### src/rtl/ccff_pkg.sv
// Shared types for the configuration-chain loader.
// State encoding and a small sizing helper.
package ccff_pkg;

  typedef enum logic [1:0] {
    ST_IDLE  = 2'd0,
    ST_SHIFT = 2'd1,
    ST_DONE  = 2'd2
  } state_e;

  function automatic int unsigned ceil_div(
    input int unsigned a,
    input int unsigned b
  );
    return (a + b - 1) / b;
  endfunction

endpackage

### src/rtl/ccff_piso.sv
// Word-wide parallel-in serial-out register, MSB first,
// with a count of bits still to be shifted out.
module ccff_piso #(
  parameter int WORD_W = 8,
  parameter int SC_W   = 4
) (
  input  logic              clk,
  input  logic              rst_n,
  input  logic              clr,
  input  logic              load,
  input  logic [WORD_W-1:0] load_data,
  input  logic [SC_W-1:0]   load_cnt,
  output logic              msb,
  output logic              shift_en
);

  logic [WORD_W-1:0] sreg_q, sreg_d;
  logic [SC_W-1:0]   cnt_q, cnt_d;

  assign shift_en = (cnt_q != '0);
  assign msb      = sreg_q[WORD_W-1];

  always_comb begin
    sreg_d = sreg_q;
    cnt_d  = cnt_q;
    if (clr) begin
      cnt_d = '0;
    end else if (load) begin
      sreg_d = load_data;
      cnt_d  = load_cnt;
    end else if (shift_en) begin
      sreg_d = sreg_q << 1;
      cnt_d  = cnt_q - 1'b1;
    end
  end

  always_ff @(posedge clk or negedge rst_n) begin
    if (!rst_n) begin
      sreg_q <= '0;
      cnt_q  <= '0;
    end else begin
      sreg_q <= sreg_d;
      cnt_q  <= cnt_d;
    end
  end

endmodule

### src/rtl/ccff_loader.sv
// Configuration-chain loader: serialises bitstream words onto
// one scan chain and optionally compares the returning tail bits.
module ccff_loader
  import ccff_pkg::*;
#(
  parameter int CHAIN_LEN = 10,
  parameter int WORD_W    = 8,
  parameter int CNT_W     = $clog2(CHAIN_LEN + 1)
) (
  input  logic              prog_clk,
  input  logic              pReset_n,
  input  logic              start,
  input  logic              verify,
  input  logic [WORD_W-1:0] word_in,
  input  logic              word_valid,
  output logic              word_ready,
  output logic              ccff_head,
  output logic              ccff_shift_en,
  input  logic              ccff_tail,
  output logic              busy,
  output logic              done,
  output logic              error,
  output logic [CNT_W-1:0]  mismatch_cnt
);

  localparam int SC_W = $clog2(WORD_W + 1);

  state_e           state_q, state_d;
  logic             mode_q, mode_d;
  logic [CNT_W-1:0] bit_cnt_q, bit_cnt_d;
  logic             error_q, error_d;
  logic [CNT_W-1:0] mcnt_q, mcnt_d;

  logic             sreg_clr;
  logic             sreg_load;
  logic [SC_W-1:0]  load_cnt;
  int               rem;

  ccff_piso #(
    .WORD_W (WORD_W),
    .SC_W   (SC_W)
  ) u_piso (
    .clk       (prog_clk),
    .rst_n     (pReset_n),
    .clr       (sreg_clr),
    .load      (sreg_load),
    .load_data (word_in),
    .load_cnt  (load_cnt),
    .msb       (ccff_head),
    .shift_en  (ccff_shift_en)
  );

  assign busy         = (state_q != ST_IDLE);
  assign done         = (state_q == ST_DONE);
  assign error        = error_q;
  assign mismatch_cnt = mcnt_q;

  // Surplus bits of the last word are never counted in.
  always_comb begin
    rem      = CHAIN_LEN - int'(bit_cnt_q);
    load_cnt = (rem > WORD_W) ? SC_W'(WORD_W) : SC_W'(rem);
  end

  always_comb begin
    state_d    = state_q;
    mode_d     = mode_q;
    bit_cnt_d  = bit_cnt_q;
    error_d    = error_q;
    mcnt_d     = mcnt_q;
    sreg_clr   = 1'b0;
    sreg_load  = 1'b0;
    word_ready = 1'b0;
    unique case (state_q)
      ST_IDLE: begin
        if (start) begin
          mode_d    = verify;
          bit_cnt_d = '0;
          error_d   = 1'b0;
          mcnt_d    = '0;
          sreg_clr  = 1'b1;
          state_d   = ST_SHIFT;
        end
      end
      ST_SHIFT: begin
        word_ready = !ccff_shift_en
                  && (bit_cnt_q < CNT_W'(CHAIN_LEN));
        sreg_load  = word_valid && word_ready;
        if (ccff_shift_en) begin
          bit_cnt_d = bit_cnt_q + 1'b1;
          // Tail carries the same bit index of the previous pass.
          if (mode_q && (ccff_tail != ccff_head)) begin
            error_d = 1'b1;
            if (mcnt_q != '1) mcnt_d = mcnt_q + 1'b1;
          end
        end
        if (bit_cnt_q == CNT_W'(CHAIN_LEN)) state_d = ST_DONE;
      end
      ST_DONE: state_d = ST_IDLE;
      default: state_d = ST_IDLE;
    endcase
  end

  always_ff @(posedge prog_clk or negedge pReset_n) begin
    if (!pReset_n) begin
      state_q   <= ST_IDLE;
      mode_q    <= 1'b0;
      bit_cnt_q <= '0;
      error_q   <= 1'b0;
      mcnt_q    <= '0;
    end else begin
      state_q   <= state_d;
      mode_q    <= mode_d;
      bit_cnt_q <= bit_cnt_d;
      error_q   <= error_d;
      mcnt_q    <= mcnt_d;
    end
  end

endmodule

### config.mk
export PLATFORM = sky130hd
export DESIGN_NAME = ccff_loader
export DESIGN_NICKNAME = d
export VERILOG_FILES = /design/src/rtl/ccff_pkg.sv /design/src/rtl/ccff_piso.sv /design/src/rtl/ccff_loader.sv
export SDC_FILE = /design/constraint.sdc
export NUM_CORES = 1
export LEC_CHECK = 0
export CELL_PAD_IN_SITES_DETAIL_PLACEMENT = 1
export CELL_PAD_IN_SITES_GLOBAL_PLACEMENT = 1
export CORE_MARGIN = 2
export CORE_UTILIZATION = 42
export CTS_CLUSTER_SIZE = 30
export DETAILED_ROUTE_END_ITERATION = 8
export GPL_TIMING_DRIVEN = 0
export PLACE_DENSITY_LB_ADDON = 0.1
export SYNTH_ARGS = -nofsm -noshare
export SYNTH_HDL_FRONTEND = slang
export SYNTH_SLANG_ARGS = --single-unit
### constraint.sdc
create_clock -name prog_clk -period 2.9 [get_ports prog_clk]
set_input_delay 0.435 -clock prog_clk [delete_from_list [all_inputs] [get_ports prog_clk]]
set_output_delay 0.435 -clock prog_clk [all_outputs]
set_load 0.02 [all_outputs]
; After elaboration in Yosys (flattened, before gate mapping)
; Cells that the tools add are included.
[word_totals]
regBits = 24
input_bits = 14
[op_classes]
magnitude_cmp = 2
bitwise = 1
n_reduce_logical = 16
addsub = 4
eq_ne = 10
mux = 24
[op_table]
columns = cell, count
row1 = $mux 4, 9
row2 = $mux 8, 2
row3 = $pmux 4 s2, 2
row4 = $ne 2x2->1 const B, 5
row5 = $add 4x1->4 const B, 2
row6 = $mux 1, 7
row7 = $reduce_and 2->1, 3
row8 = $reduce_bool 2->1, 3
row9 = $gt 5x5->1 const B, 1
row10 = $reduce_and 5->1, 1
row11 = $sub 4x4->5 const A, 1
row12 = $eq 4x4->1 const B, 1
row13 = $lt 4x4->1 const B, 1
row14 = $mux 2, 2
row15 = $ne 4x4->1 const B, 1
row16 = $pmux 2 s2, 1
row17 = $reduce_and 4->1, 1
row18 = $reduce_bool 4->1, 1
row19 = $sub 4x1->4 const B, 1
row20 = $logic_and 1x1->1, 3
row21 = $reduce_and 3->1, 1
row22 = $reduce_bool 3->1, 1
row23 = $eq 2x1->1 const B, 1
row24 = $eq 2x2->1 const B, 1
row25 = 5 further kinds, 5

; Logic depth before layout (Yosys ltp)
[depth]
depth_word = 7
mapped_depth = 8

; Hierarchy
; From an unflattened synthesis, not the netlist that was laid out.
[unflattened]
hier_cells = 148
hier_area_um2 = 1527.7
[modules_own_cells]
columns = mod, area_each_um2, instances, cells_each
row1 = ccff_loader, 865.8, 1, 91
row2 = ccff_piso, 661.9, 1, 57

; Worst setup path after synthesis
; Ideal clock, no wire load.
[synth_timing]
kind = register to output
start = reg u_piso.cnt_q[0]
end = out word_ready
arrival_ns = 1.772
required_time_ns = 2.465
n_path_buf = 1
stages_incl_launch_ff = 7
slack_ns = 0.693
path_cell_list = dfrtp_1 -> inv_1 -> ha_1 -> nor3b_4 -> inv_2 -> buf_2 -> a211oi_1
[synth_via]
elab_chain_len = 4
[synth_rtl]
columns = element, line_no
row1 = from (decl), ccff_piso.sv:18  ; logic [SC_W-1:0] cnt_q, cnt_d;
row2 = from (signal assigned), ccff_piso.sv:43  ; cnt_q <= cnt_d;
row3 = $reduce_bool 4->1, ccff_piso.sv:20  ; assign shift_en = (cnt_q != '0);
row4 = via ccff_shift_en, ccff_loader.sv:18  ; output logic ccff_shift_en,
row5 = $logic_not 1->1, ccff_loader.sv:85  ; word_ready = !ccff_shift_en
row6 = $logic_and 1x1->1, ccff_loader.sv:86  ; && (bit_cnt_q < CNT_W'(CHAIN_LEN));
row7 = $mux 1, ccff_loader.sv:73  ; unique case (state_q)
row8 = to (decl), ccff_loader.sv:16  ; output logic word_ready,
; The timed path passes the listed nets, and every way through them passes these cells.

; Worst setup path after layout
[layout_timing]
start = reg u_piso.cnt_q[0]
end = out ccff_shift_en
[layout_via]
elab_chain_len = 1
[layout_rtl]
columns = element, line_no
row1 = $reduce_bool 4->1, ccff_piso.sv:20
row2 = to (decl), ccff_loader.sv:18
; Every way passes these cells.

==> flow_metrics.py <==
metrics = {
    "run_status": {
        "outcome": "completed",
    },
    "timing": {
        "maxClockFrequency_ghz": 0.384,
        "grt_setup_unrepaired": "false",
        "finalHoldWorstSlack_ns": 0.530,
        "timing.setup.tns_ns": 0,
        "timing.max_slew.rel_slack_pct": 27.0,
        "max_slew.worst_pin.slew_ns": 1.09,
        "final.setup_skew_ns": 0.0143,
        "setup_ws_post_layout_ns": 0.296,
        "layout_worst_path_cycle_share_pct": 89.8,
        "finalHoldViolCount": 0,
        "finalSetupViolations": 0,
        "final_max_slew_viol_count": 0,
        "time_the_final_worst_path_needs_with_i_o_delays_and_setup_ns": 2.60,
    },
    "placement": {
        "place_area_um2": 1630,
        "place_ws_ns": 0.141,
        "place.port_buffers": 23,
        "gp_congestion": 0.790,
        "place_inst": 213,
        "place_hpwl_mm": 2.56,
    },
    "route": {
        "drt_iter0_drc": 61,
        "detail_route.first_pass.iterations": 4,
        "vias_per_std_cell": 5.56,
        "detail_route.drc_violations": 0,
        "total_via_count_after_detailed_routing": 1212,
        "route.final.wire_length_mm": 3.55,
        "postRouteAntennaNets": 0,
        "route.detailed.wl_per_inst_um": 16.3,
    },
    "cts": {
        "htree_num_levels": 1,
        "clkTransAtPathRegs_ns": 0.15,
        "insertion_delay_ns": 0.33,
        "tritoncts.num_buffers": 3,
        "tritoncts": "yes",
        "cts.root.buffer_cell": "clkbuf_4",
        "clock-sinks": 24,
        "clock_tree.buffer_depth": 2,
    },
    "setup_path": {
        "worst_ep_required_time_ns": 2.47,
        "crit_arrival_ns": 2.17,
        "type_of_element_capturing_the_critical_path": "primary output",
        "critical_path_peak_fanout": 10,
        "timing.critical_path.from_type": "flop",
        "worst-setup-path-type": "flop to primary output",
    },
    "global_route": {
        "wire_length_of_the_first_global_routing_pass_mm": 5.89,
        "antenna_found_initial": 0,
        "global_route.overflow_total": 0,
        "grt.total_usage_pct": 21.9,
        "maximum_number_of_pins_on_one_net_before_global_route_repair": 25,
        "grt_pass1_vias": 1238,
    },
    "synthesis": {
        "synth-edff-count": 0,
        "post_synth_num_cell_types": 40,
        "syn_inst": 146,
        "synth-main-ff-cell": "dfrtp_1",
        "synthesis.nets": 165,
        "yosys_warns": 0,
        "seq_area_frac_synth_pct": 44.8,
        "async_reset_ff_share_pct": 100,
        "syn-mean-instance-area_um2": 9.19,
        "post_synth_instance_area_um2": 1340,
        "synth-seq-cells": 24,
    },
    "power_and_ir_drop": {
        "switching_share_pct": 44.8,
        "leakage_nw": 0.728,
        "sequentialPowerShare_pct": 33.8,
        "power_density_nw_per_um2": 1080,
        "power_frac_clock_pct": 13.9,
        "worst_ir_drop_vdd_uv": 415,
        "switching_power_uw": 819,
        "total_power_mw": 1.83,
        "p_comb_share_pct": 52.3,
        "internal_power_mw": 1.01,
    },
    "final_layout": {
        "final_nets": 194,
        "relative_area_change_from_synthesis_to_final_layout_pct": 26.0,
        "final_core_util_pct": 55.4,
        "final_design_area_no_fill_um2": 1690,
        "antenna-diode-count": 0,
        "instances_no_fill": 218,
        "final_layout_size_suffix_gt1_share_pct": 6.90,
    },
    "worst_hold_path": {
        "hold_class": "flop to flop",
    },
    "die": {
        "placeableCoreArea_um2": 3050,
        "initial_utilization_pct": 43.9,
        "die_w_um": 60.5,
        "floorplan.die_area_um2": 3660,
        "floorplan.io_pins": 24,
        "placement_rows": 20,
        "die_height_um": 60.5,
    },
    "run": {
        "cap_violations": 0,
    },
}
==> layer usage <==
metal  global-route usage, %  share of wire, %  vias up
met2                    39.3                52       21
met5                       0                 0        -
met4                    7.45               1.9        0
met1                    27.1                44      608
li1                        -                 -      575
met3                    2.77               2.0        8
==> worst max-delay path: stages, from the launching register on <==
cell             delay, ns
dfrtp_1               0.39
inv_1                 0.06
ha_1                  0.22
nor3b_4               0.17
inv_2                 0.12
buf_2                 0.24
clkdlybuf4s50_1       0.64
==> cell type report <==
cell class | count | area (µm²)
clock inverter | 1 | 30.0
sequential | 24 | 602
buffer | 4 | 17.5
fill | 374 | 1360
timing repair buffer | 24 | 240
multi-input combinational | 104 | 671
clock buffer | 3 | 22.5
inverter | 14 | 52.6
tap | 44 | 55.1
==> placed cells by master, fill, tap and decap left out, drive strengths merged, types with 2 or more instances in the layout <==
master          n
dfrtp          24
clkdlybuf4s50  22
nand2          15
inv            14
o21ai          14
nand3          10
nor2            8
a22oi           7
a21oi           6
nand2b          5
ha              5
clkbuf          5
nor3            3
buf             3
nor3b           3
nor2b           2
xnor2           2
xor2            2
nand3b          2
a32oi           2
mux2i           2
a211oi          2
o311ai          2
==> cell usage after synthesis, types with 2 or more instances <==
library cell | instances | area share [%]
a21oi_1 | 5 | 1.9
o21ai_0 | 12 | 4.5
clkbuf_1 | 2 | 0.56
a22oi_1 | 7 | 3.9
ha_1 | 5 | 4.7
a32oi_1 | 2 | 1.3
nand2b_1 | 5 | 2.3
nand2_1 | 15 | 4.2
nor3b_1 | 2 | 1.1
xor2_1 | 2 | 1.3
o21ai_1 | 2 | 0.75
nand3_1 | 10 | 3.7
inv_1 | 13 | 3.6
nand3b_1 | 2 | 1.1
nor2b_1 | 2 | 0.93
nor2_1 | 8 | 2.2
nor3_1 | 3 | 1.1
buf_2 | 2 | 0.75
xnor2_1 | 2 | 1.3
mux2i_1 | 2 | 1.5
dfrtp_1 | 24 | 45
==> repair_timing <==
action / in CTS / in global routing
hold buffers: 0 / 0
endpoints found under the setup margin: 1 / 1
buffers inserted: 1 / 0
gates resized for setup: 1 / 1
pin swaps: 0 / 0
==> power by group through the flow <==
stage / combinational [mW] / clock [mW] / sequential [mW]
6_report: 0.957 / 0.253 / 0.619
3_3_place_gp: 0.882 / 0 / 0.613
5_1_grt: 1.07 / 0.271 / 0.640
3_5_place_dp: 0.936 / 0 / 0.623
4_1_cts: 0.969 / 0.257 / 0.617
2_1_floorplan: 0.604 / 0 / 0.625
==> flip-flops by register name (all words and copies together) (netlist names) <==
name	cells
bit_cnt_q	4
error	1
mismatch_cnt	4
mode_q	1
state_q	2
u_piso.cnt_q	4
u_piso.sreg_q	8
==> logic make-up after synthesis <==
group	synth area share, %
adders and majority gates	4.66
buffers and inverters	5.22
and+or+nand+nor	20.3
DFF	44.8
xor gates and xnor gates	2.61
AOI/OAI and AO/OA	20.9
muxes	1.49
==> final timing paths <==
check	from	endpoint	slack (ns)	cells past startpoint
setup reg to reg	bit_cnt_q[0]$_DFFE_PN0P_	u_piso.cnt_q[0]$_DFFE_PN0P_	0.77	6
hold reg to reg	error$_DFFE_PN0P_	error$_DFFE_PN0P_	0.53	2
max in group asynchronous	pReset_n	bit_cnt_q[0]$_DFFE_PN0P_	1.49	1
min in group asynchronous	pReset_n	mismatch_cnt[2]$_DFFE_PN0P_	0.67	1
setup / recovery	u_piso.cnt_q[0]$_DFFE_PN0P_	ccff_shift_en	0.30	6
hold / removal	error$_DFFE_PN0P_	error$_DFFE_PN0P_	0.53	2
Power figures use the tool's default switching activity.
